## config.mk

```make
export PLATFORM = sky130hd
export DESIGN_NAME = comp_stream
export DESIGN_NICKNAME = d
export VERILOG_FILES = /design/src/rtl/comp_pkg.sv /design/src/rtl/comp_core.sv /design/src/rtl/comp_stream.sv
export SDC_FILE = /design/constraint.sdc
export NUM_CORES = 1
export LEC_CHECK = 0
export BUFFER_PORTS_ARGS = -buffer_cell sky130_fd_sc_hd__buf_2
export CORE_MARGIN = 1
export CORE_UTILIZATION = 35
export DETAILED_ROUTE_END_ITERATION = 6
export GPL_ROUTABILITY_DRIVEN = 0
export PLACE_DENSITY = 0.63
export SYNTH_ARGS = -nofsm -noshare
export SYNTH_HDL_FRONTEND = slang
export SYNTH_HIERARCHICAL = 1
export SYNTH_SLANG_ARGS = --single-unit
```

## constraint.sdc

```tcl
create_clock -name CLK -period 2.25 [get_ports CLK]
set_input_delay 0.3375 -clock CLK [delete_from_list [all_inputs] [get_ports CLK]]
set_output_delay 0.3375 -clock CLK [all_outputs]
set_load 0.01 [all_outputs]
```

## src/rtl/comp_pkg.sv

```systemverilog
// Shared definitions for the streaming comparator: one-hot result encoding and the
// reference compare function used by comp_core.
package comp_pkg;

  typedef logic [2:0] res_t;

  localparam res_t RES_AG = 3'b100;
  localparam res_t RES_EQ = 3'b010;
  localparam res_t RES_BG = 3'b001;

  // Operands are widened to MAX_W bits by the caller, so SIZE must stay below MAX_W.
  localparam int MAX_W = 64;

  // a and b must already be sign- or zero-extended to match is_signed.
  function automatic res_t cmp_onehot(input logic [MAX_W-1:0] a,
                                      input logic [MAX_W-1:0] b,
                                      input logic             is_signed);
    logic lt;
    if (a == b) return RES_EQ;
    lt = is_signed ? ($signed(a) < $signed(b)) : (a < b);
    return lt ? RES_BG : RES_AG;
  endfunction

endpackage

```

## src/rtl/comp_core.sv

```systemverilog
// Combinational compare of A against B: one-hot ag/eq/bg result plus the
// overflow-free SIZE+1-bit difference B - A used for release hysteresis.
module comp_core
  import comp_pkg::*;
#(
  parameter int SIZE   = 16,
  parameter int SIGNED = 0
) (
  input  logic [SIZE-1:0] A,
  input  logic [SIZE-1:0] B,
  output res_t            res,
  output logic [SIZE:0]   diff
);

  localparam logic SGN = (SIGNED != 0);

  logic             ext_a;
  logic             ext_b;
  logic [MAX_W-1:0] a_w;
  logic [MAX_W-1:0] b_w;

  assign ext_a = SGN & A[SIZE-1];
  assign ext_b = SGN & B[SIZE-1];

  assign a_w = {{(MAX_W-SIZE){ext_a}}, A};
  assign b_w = {{(MAX_W-SIZE){ext_b}}, B};

  assign res  = cmp_onehot(a_w, b_w, SGN);
  assign diff = {ext_b, B} - {ext_a, A};

endmodule

```

## src/rtl/comp_stream.sv

```systemverilog
// Registered streaming comparator with valid/ready handshake, saturating A>B run
// counter and sticky trip flag. Define COMP_HYST_EN to require B - A > HYST for release.
module comp_stream
  import comp_pkg::*;
#(
  parameter int SIZE    = 16,
  parameter int SIGNED  = 0,
  parameter int CW      = 8,
  parameter int RUN_LEN = 4,
  parameter int HYST    = 2
) (
  input  logic            CLK,
  input  logic            RST,
  input  logic [SIZE-1:0] A,
  input  logic [SIZE-1:0] B,
  input  logic            in_valid,
  output logic            in_ready,
  input  logic            clr,
  output logic            out_valid,
  input  logic            out_ready,
  output logic            ag,
  output logic            eq,
  output logic            bg,
  output logic [CW-1:0]   run_cnt,
  output logic            trip
);

  localparam logic [CW-1:0] CNT_MAX = '1;
  localparam logic [CW-1:0] RUN_TGT = CW'(RUN_LEN);

  res_t          core_res;
  logic [SIZE:0] diff;
  res_t          res_q;
  logic          accept;
  logic          is_ag;
  logic          release_ok;
  logic [CW-1:0] cnt_inc;

  comp_core #(
    .SIZE   (SIZE),
    .SIGNED (SIGNED)
  ) u_core (
    .A    (A),
    .B    (B),
    .res  (core_res),
    .diff (diff)
  );

  assign in_ready = !out_valid || out_ready;
  assign accept   = in_valid && in_ready;
  assign is_ag    = (core_res == RES_AG);
  assign cnt_inc  = (run_cnt == CNT_MAX) ? run_cnt : run_cnt + 1'b1;

`ifdef COMP_HYST_EN
  localparam int DW = SIZE + 1;
  localparam logic signed [SIZE:0] HYST_W = DW'(HYST);

  // Only a clear undershoot of the limit releases trip; near-misses keep it latched.
  assign release_ok = (core_res == RES_BG) && ($signed(diff) > HYST_W);
`else
  logic unused_hyst;

  assign unused_hyst = ^{diff, HYST};
  assign release_ok  = !is_ag;
`endif

  // NOTE: the result register is reset too, not just out_valid, because ag/eq/bg
  // must read 0 after reset rather than whatever the last beat left behind.
  always_ff @(posedge CLK or negedge RST) begin
    if (!RST) begin
      out_valid <= 1'b0;
      res_q     <= '0;
    end else if (accept) begin
      // NOTE: non-blocking assignments keep every register sampling pre-edge values.
      out_valid <= 1'b1;
      res_q     <= core_res;
    end else if (out_ready) begin
      out_valid <= 1'b0;
    end
  end

  assign ag = |(res_q & RES_AG);
  assign eq = |(res_q & RES_EQ);
  assign bg = |(res_q & RES_BG);

  // clr wins over a same-cycle accept: the beat still delivers its result but is not counted.
  always_ff @(posedge CLK or negedge RST) begin
    if (!RST) begin
      run_cnt <= '0;
      trip    <= 1'b0;
    end else if (clr) begin
      run_cnt <= '0;
      trip    <= 1'b0;
    end else if (accept) begin
      if (is_ag) begin
        run_cnt <= cnt_inc;
        if (cnt_inc == RUN_TGT) trip <= 1'b1;
      end else begin
        run_cnt <= '0;
        if (release_ok) trip <= 1'b0;
      end
    end
  end

endmodule

```

Yosys cells after proc, flatten, opt, wreduce, memory -nomap -nowiden

Cells that the tools add are included.

Output and inout port bits: 14
Input bits: 37
Register bits after elaboration: 13
Logic and storage cells: 31

$lt $le $gt $ge: 1
Reductions and logical operators: 6
$add $sub $neg: 1
Muxes and demuxes: 14
Equality and inequality tests: 5

Operators by type and width:

| cell                                          | number |
|---|---|
| 2-to-1 mux 8 bit                              | 4 |
| == test 16 bit                                | 1 |
| < comparator 16 bit                           | 1 |
| 2-to-1 mux 3 bit                              | 3 |
| adder 8 x 1 -> 8 bit, second input constant   | 1 |
| == test 8 x 3 -> 1 bit, second input constant | 1 |
| == test 8 bit, second input constant          | 1 |
| 2-to-1 mux 1 bit                              | 7 |
| nonzero test 2 bit                            | 2 |
| == test 3 bit, second input constant          | 1 |
| != test 3 x 2 -> 1 bit, second input constant | 1 |
| AND reduction 2 bit                           | 1 |
| logical AND 1 bit                             | 1 |
| logical NOT 1 bit                             | 1 |
| logical OR 1 bit                              | 1 |

Longest topological paths before layout

Gate-level depths: netlist of the first run.

Depth after elaboration: 7
Gate-level depth with buffers: 13

Hierarchy

Netlist of the first run, hierarchy kept.

Modules (own cells, without submodules):

| module      | area an instance (sq um) | instances | cells each |
|---|---|---|---|
| comp_core   | 979.7                    | 1         | 135 |
| comp_stream | 803.3                    | 1         | 75 |

Worst setup path before layout of the first run

No wires, ideal clock.

Path type: input-to-reg
Start: input port A[15]
End: register run_cnt[7]
Path buffers: 1
Stages: 11
Setup slack: -0.306 ns
Data required time: 2.124 ns
Arrival time: 2.430 ns
Cells stage by stage: inv_1 > ha_1 > and3_1 > nand3_1 > nor4_1 > a211oi_1 > nor4b_4 > and3_1 > buf_2 > a41oi_1 > a21oi_1

Word-level cells in the longest chain between the ends: 7
Elaborated cells between the ends (all ways): 9

Ends and longest elaborated chain:

| item                  | line              | text |
|---|---|---|
| start, declared       | comp_stream.sv:14 | `input logic [SIZE-1:0] A,` |
| == test 16 bit        | comp_pkg.sv:19    | `if (a == b) return RES_EQ;` |
| 2-to-1 mux 1 bit      | comp_pkg.sv:19    |  |
| 2-to-1 mux 3 bit      | comp_pkg.sv:20    | `lt = is_signed ? ($signed(a) < $signed(b)) : (a < b);` |
| named net core_res[1] | comp_stream.sv:31 | `res_t core_res;` |
| == test 3 bit         | comp_stream.sv:51 | `assign is_ag = (core_res == RES_AG);` |
| 2-to-1 mux 8 bit      | comp_stream.sv:95 | `if (is_ag) begin` |
| 2-to-1 mux 8 bit      | comp_stream.sv:94 | `end else if (accept) begin` |
| 2-to-1 mux 8 bit      | comp_stream.sv:91 | `end else if (clr) begin` |
| end signal, assigned  | comp_stream.sv:96 | `run_cnt <= cnt_inc;` |
| end, declared         | comp_stream.sv:24 | `output logic [CW-1:0] run_cnt,` |

The timed path passes the listed nets, and every way through them passes these cells. The select of a mux whose other input is x is not followed.
A chain may end at the register's enable or synchronous reset.

Worst setup path after layout of the first run

Start: input port A[1]
End: register run_cnt[6]

Word-level cells in the longest chain between the ends: 7
Elaborated cells between the ends (all ways): 9

Ends and longest elaborated chain:

| item                                                         | line |
|---|---|
| < comparator 16 bit / == test 16 bit (equally long branches) | comp_pkg.sv:20, comp_pkg.sv:19 |
| 2-to-1 mux 3 bit / 2-to-1 mux 1 bit (equally long branches)  | comp_pkg.sv:21, comp_pkg.sv:19 |
| 2-to-1 mux 3 bit (*)                                         | comp_pkg.sv:20 |
| named net core_res[2]                                        | comp_stream.sv:31 |
| == test 3 bit (*)                                            | comp_stream.sv:51 |
| 2-to-1 mux 8 bit (*)                                         | comp_stream.sv:95 |
| 2-to-1 mux 8 bit (*)                                         | comp_stream.sv:94 |
| 2-to-1 mux 8 bit (*)                                         | comp_stream.sv:91 |

The timed path passes the listed nets; every way through them passes the cells marked *. The select of a mux whose other input is x is not followed.

==> results.toml, run 1 <==
[detailed_routing]
ant_nets = 0
routed_wl_um = 3288
vias_per_cell = 5.162
routed-via-count = 1337
route.detailed.wl_per_inst_um = 12.69
drt_iter0_drc = 57
drc = 0
firstDrtPassIters = 4

[final_layout]
post-route-util = 0.5373
diodes = 0
drive_above_1_share = 0.5261
final_area_um2 = 1982
synthToLayoutAreaGrowth_pct = 46.80
fin_nets = 266

[timing]
finalHoldViolCount = 0
hold_slack_ps = 387.1
slew_violations = 0
slew_headroom = 0.7759
clock.fmax_mhz = 455.0
layout_min_cycle_time_ps = 2198
fin_ws_ps = 52.12
period_share = 0.9768
setup_violations = 0
fin_skew_ps = 2.484
worstMarginPinSlew_ps = 331.5

[critical_path]
end_kind = "register"
critical_path_class = "in2reg"
cp_data_required_time_ps = 2420
r2r-start = "run_cnt[0]"
cp_cell_sequence = "buf_6, inv_4, ha_4, nor2b_4, o211ai_1, a31o_1, a21oi_2, a211oi_2, nor4b_4, and3_4, buf_4, a21oi_1, nor2_1"
crit_path_max_fanout = 8
arrival_ps = 2370
r2r_setup_slack_ps = 520
slowest_delay_ps = 290
reg2reg_depth = 5
crit_path_start_kind = "primary input"
crit_slowest_cell = "nor4b_4"
r2r-end = "trip"

[cts]
clock_latency_ps = 240
cts_root_buf = "clkbuf_8"
clk_path_buf_depth = 2
numCtsBuffers = 3
cts_max_level = 1
clk_pin_slew_ps = 60
cts_tree = "built"
numClockSinks = 13

[global_routing]
grt_pass1_wl_um = 5244
grt_pass1_vias = 1229
overflow = 0
grt_util_all_layers = 0.1615
antenna_found_initial = 0
grt_max_degree = 14

[placement]
pre_cts_ws_ps = -334.1
port-buffer-count = 50
hpwl_um = 2482
post_dp_cell_area_um2 = 1703

[floorplanning]
rows = 22
die_x_um = 64.11
fp.coreArea_um2 = 3689
die_h_um = 64.11
start_util = 0.3660
die_area_um2 = 4109
io_pins = 51

[synthesis]
synth_cells = 150
syn_nets = 204
yosysWarnings = 6
netlist_area_um2 = 1350
synth.avg_cell_area_um2 = 9.000

[status]
status = "finished, final reports clean"

[pwr]
finalPower_mw = 0.7561
p_leak_nw = 0.9531
vdd_drop_max_mv = 0.2740
powerDensity_nw_per_um2 = 381.5

[min_path]
hold_path_depth = 2
whs_endpoint = "out_valid"
min_path_type = "in2reg"
worstHoldStart = "in_valid"

[job]
max_cap_viol_count = 0
## metrics by stage
stage / instances / setup TNS, ps
2_1_floorplan: 150 / 0
3_3_place_gp: 250 / -2119
3_5_place_dp: 250 / -2382
4_1_cts: 255 / 0
5_1_grt: 259 / -128.5
6_report: 259 / 0
## power by group
group,total (mW),internal (mW),leakage [nW],switching (mW)
Combinational,0.298,0.157,0.757,0.141
Sequential,0.252,0.245,0.174,0.00682
Clock,0.206,0.125,0.0228,0.0810
## critical path, delay by kind of cell
family                     cells  cell delay (ps)
AOI/OAI and AO/OA              5              800
adders and majority gates      1              190
buffers and inverters          3              260
and+or+nand+nor                4              790
## sequential cells by signal, indices dropped and copies added, names as in the netlist
name,flops
out_valid,1
res_q,3
run_cnt,8
trip,1
## routing by layer
metal / global-route usage / wire, um
met5: 0 / 0
met4: 0.05278 / 25
met3: 0.02143 / 163
met2: 0.2779 / 1622
met1: 0.2070 / 1476
## placed cells by master (no fill, tap or decap), types with 2 or more instances in the layout
cell / count
o21ai_1: 3
o21a_1: 2
nand2_1: 7
and2_1: 2
a31oi_1: 6
nand3_2: 2
mux2_2: 4
and3_1: 2
nand4_2: 2
inv_2: 3
nand3_1: 4
a21o_1: 4
o211ai_1: 3
nand2b_1: 2
a21oi_2: 6
nand4_1: 3
buf_4: 13
clkbuf_8: 3
dfrtp_1: 13
buf_2: 46
a22o_1: 2
o21ai_0: 2
buf_6: 4
nor2_1: 2
ha_1: 8
a31o_1: 2
and3_4: 2
a21oi_1: 10
ha_4: 8
inv_1: 14
a21oi_4: 3
## area by class of cell
class | instances | area [um^2]
Fill cell | 336 | 1707
Clock buffer | 4 | 45.04
Inverter | 18 | 70.07
Tap cell | 48 | 60.06
Sequential cell | 13 | 325.3
Multi-Input combinational cell | 112 | 1099
Timing Repair Buffer | 64 | 382.9
## worst max-delay path by stage
| stage | start | to | slack, ps | cells after the start |
|---|---|---|---|---|
| 4_1_cts | A[1] | run_cnt[7] | 8 | 12 |
| 3_5_place_dp | A[1] | run_cnt[7] | -330 | 12 |
| 2_1_floorplan | A[11] | run_cnt[7] | 10 | 13 |
| 5_1_grt | A[1] | run_cnt[7] | -30 | 12 |
| 3_3_place_gp | A[10] | run_cnt[7] | -290 | 12 |
| 6_report | A[1] | run_cnt[6] | 50 | 13 |
## timing repair
item	CTS	global route
resized for setup	2	33
buffers inserted	0	4
pin swaps	0	23
hold buffers	1	0
hold endpoints to repair	13	0
endpoints found under the setup margin	6	9
(Power assumes the default switching activity.)
==> run 2, diff against run 1 <==
--- a/config.mk
+++ b/config.mk
@@ -11,6 +11,7 @@
 export DETAILED_ROUTE_END_ITERATION = 6
 export GPL_ROUTABILITY_DRIVEN = 0
 export PLACE_DENSITY = 0.63
+export SETUP_SLACK_MARGIN = 0.1
 export SYNTH_ARGS = -nofsm -noshare
 export SYNTH_HDL_FRONTEND = slang
 export SYNTH_HIERARCHICAL = 1
==> run 2 against run 1 <==
Against the previous run:
- total power rose by 4.4%
- register-to-register slack got worse by 80 ps
- sequential share of layout area fell by 0.69 points
- via count rose by 3.4%
- sequential power barely moved
- largest cell class unchanged
==> results.toml, run 2 (synthesis gave the netlist of run 1 again) <==
[global_routing]
grt_pass1_wl_um = 6313
antenna_found_initial = 0
grt_max_degree = 14
overflow = 0
grt_util_all_layers = 0.1931
grt_pass1_vias = 1459

[timing]
fin_skew_ps = 5.893
setup_violations = 0
layout_min_cycle_time_ps = 2212
hold_slack_ps = 388.8
slew_headroom = 0.6378
rsz0062_at_grt = "yes"
fin_ws_ps = 38.41
period_share = 0.9829
slew_violations = 0
finalHoldViolCount = 0
worstMarginPinSlew_ps = 535.8
clock.fmax_mhz = 452.2
setup_tns_ps = 0

[pwr]
powerDensity_nw_per_um2 = 381.5
combPwrFrac = 0.420
clock_power_share = 0.259
power.internal_mw = 0.5446
vdd_drop_max_mv = 0.2696
seq_power_share = 0.321
p_leak_nw = 0.9569
swShare = 0.3101
p_switching_mw = 0.2448

[final_layout]
fill_cells = 358
fin_nets = 268
drive_above_1_share = 0.5915
final_cells = 261
layout_common_cells = "buf_2 (50), dfrtp_1 (13), buf_4 (13)"
top_regs = "run_cnt: 8 flops, res_q: 3 flops"
regMostFlops = "run_cnt"
final_common_cell = "buf_2"
diodes = 0
largest_reg_flops = 8
synthToLayoutAreaGrowth_pct = 53.29
post-route-util = 0.5611

[floorplanning]
die_area_um2 = 4109
fp.coreArea_um2 = 3689
start_util = 0.3660
die_h_um = 64.11
rows = 22
io_pins = 51
die_x_um = 64.11

[placement]
pre_cts_ws_ps = -232.9
hpwl_um = 3023
dp_cells = 255
port-buffer-count = 50

[critical_path]
arrival_ps = 2370
critical_path_class = "in2reg"
end_kind = "register"
crit_path_start_kind = "primary input"
cp_data_required_time_ps = 2410
crit_path_max_fanout = 5

[detailed_routing]
routed_wl_um = 3663
routed-via-count = 1383
firstDrtPassIters = 4
vias_per_cell = 5.299
route.detailed.wl_per_inst_um = 14.03
ant_nets = 0
drc = 0
drt_iter0_drc = 32

[cts]
cts_root_buf = "clkbuf_8"
numCtsBuffers = 3
clk_path_buf_depth = 2
cts_max_level = 1
cts_tree = "built"
numClockSinks = 13
clk_pin_slew_ps = 60
clock_latency_ps = 240

[min_path]
min_path_type = "in2reg"

[job]
max_cap_viol_count = 0

[status]
status = "finished, final reports clean"
## run 2: cell type report
cell class,instances,area (um^2),share of cell area
multi-input cells,112,1181,0.5707
repair buffers,66,380.4,0.1838
flip-flops and latches,13,325.3,0.1572
inverters,18,77.57,0.03748
well taps,48,60.06,0.02902
clock buffers,4,45.04,0.02177
## run 2: worst max-delay path, stage by stage
cell      delay (ps)
buf_6             90
inv_4             50
ha_4             190
nor2b_4          120
o211ai_1         220
a31o_1           210
a21oi_2           60
a211oi_2         200
nor4b_4          290
and3_4           250
buf_6            110
a31oi_1           80
a31oi_1          160
## run 2: metrics by stage
step                instance area, um^2  power, mW
floorplan                          1573     0.4428
global placement                   1917     0.5483
detailed placement                 1917     0.5602
CTS                                2002     0.7739
global route                       2069     0.8373
finish                             2069     0.7895
## run 2: worst paths after layout
| path | start | to | slack (ps) | cells after the start |
|---|---|---|---|---|
| setup / recovery | A[1] | run_cnt[3] | 40 | 13 |
| hold / removal | in_valid | out_valid | 390 | 2 |
| setup reg to reg | run_cnt[0] | trip | 440 | 5 |
| hold reg to reg | res_q[0] | res_q[0] | 500 | 1 |
| max in group asynchronous | RST | res_q[2] | 1490 | 2 |
| min in group asynchronous | RST | run_cnt[5] | 530 | 2 |
## run 2: repair_timing
item | 4_1_cts | 5_1_grt
gates cloned | 1 | 0
endpoints found under the hold margin | 13 | 0
setup buffers | 0 | 0
pin swaps | 8 | 7
hold buffers | 1 | 0
gates resized for setup | 6 | 14
endpoints found under the setup margin | 7 | 9
## run 2: per-layer routing
| layer | wire length (um) | vias to the layer above | global-route usage |
|---|---|---|---|
| li1 | - | 689 | - |
| met5 | 0 | - | 0 |
| met2 | 1959 | 38 | 0.3630 |
| met4 | 59 | 0 | 0.07778 |
| met3 | 135 | 8 | 0.01786 |
| met1 | 1509 | 648 | 0.2215 |
## run 2: power groups by stage
stage	combinational, mW	sequential (mW)	clock [mW]
after detailed placement	0.303	0.257	0
after global placement	0.292	0.256	0
after floorplan	0.181	0.261	0
after CTS	0.313	0.253	0.207
final	0.332	0.253	0.204
after global routing	0.363	0.255	0.219
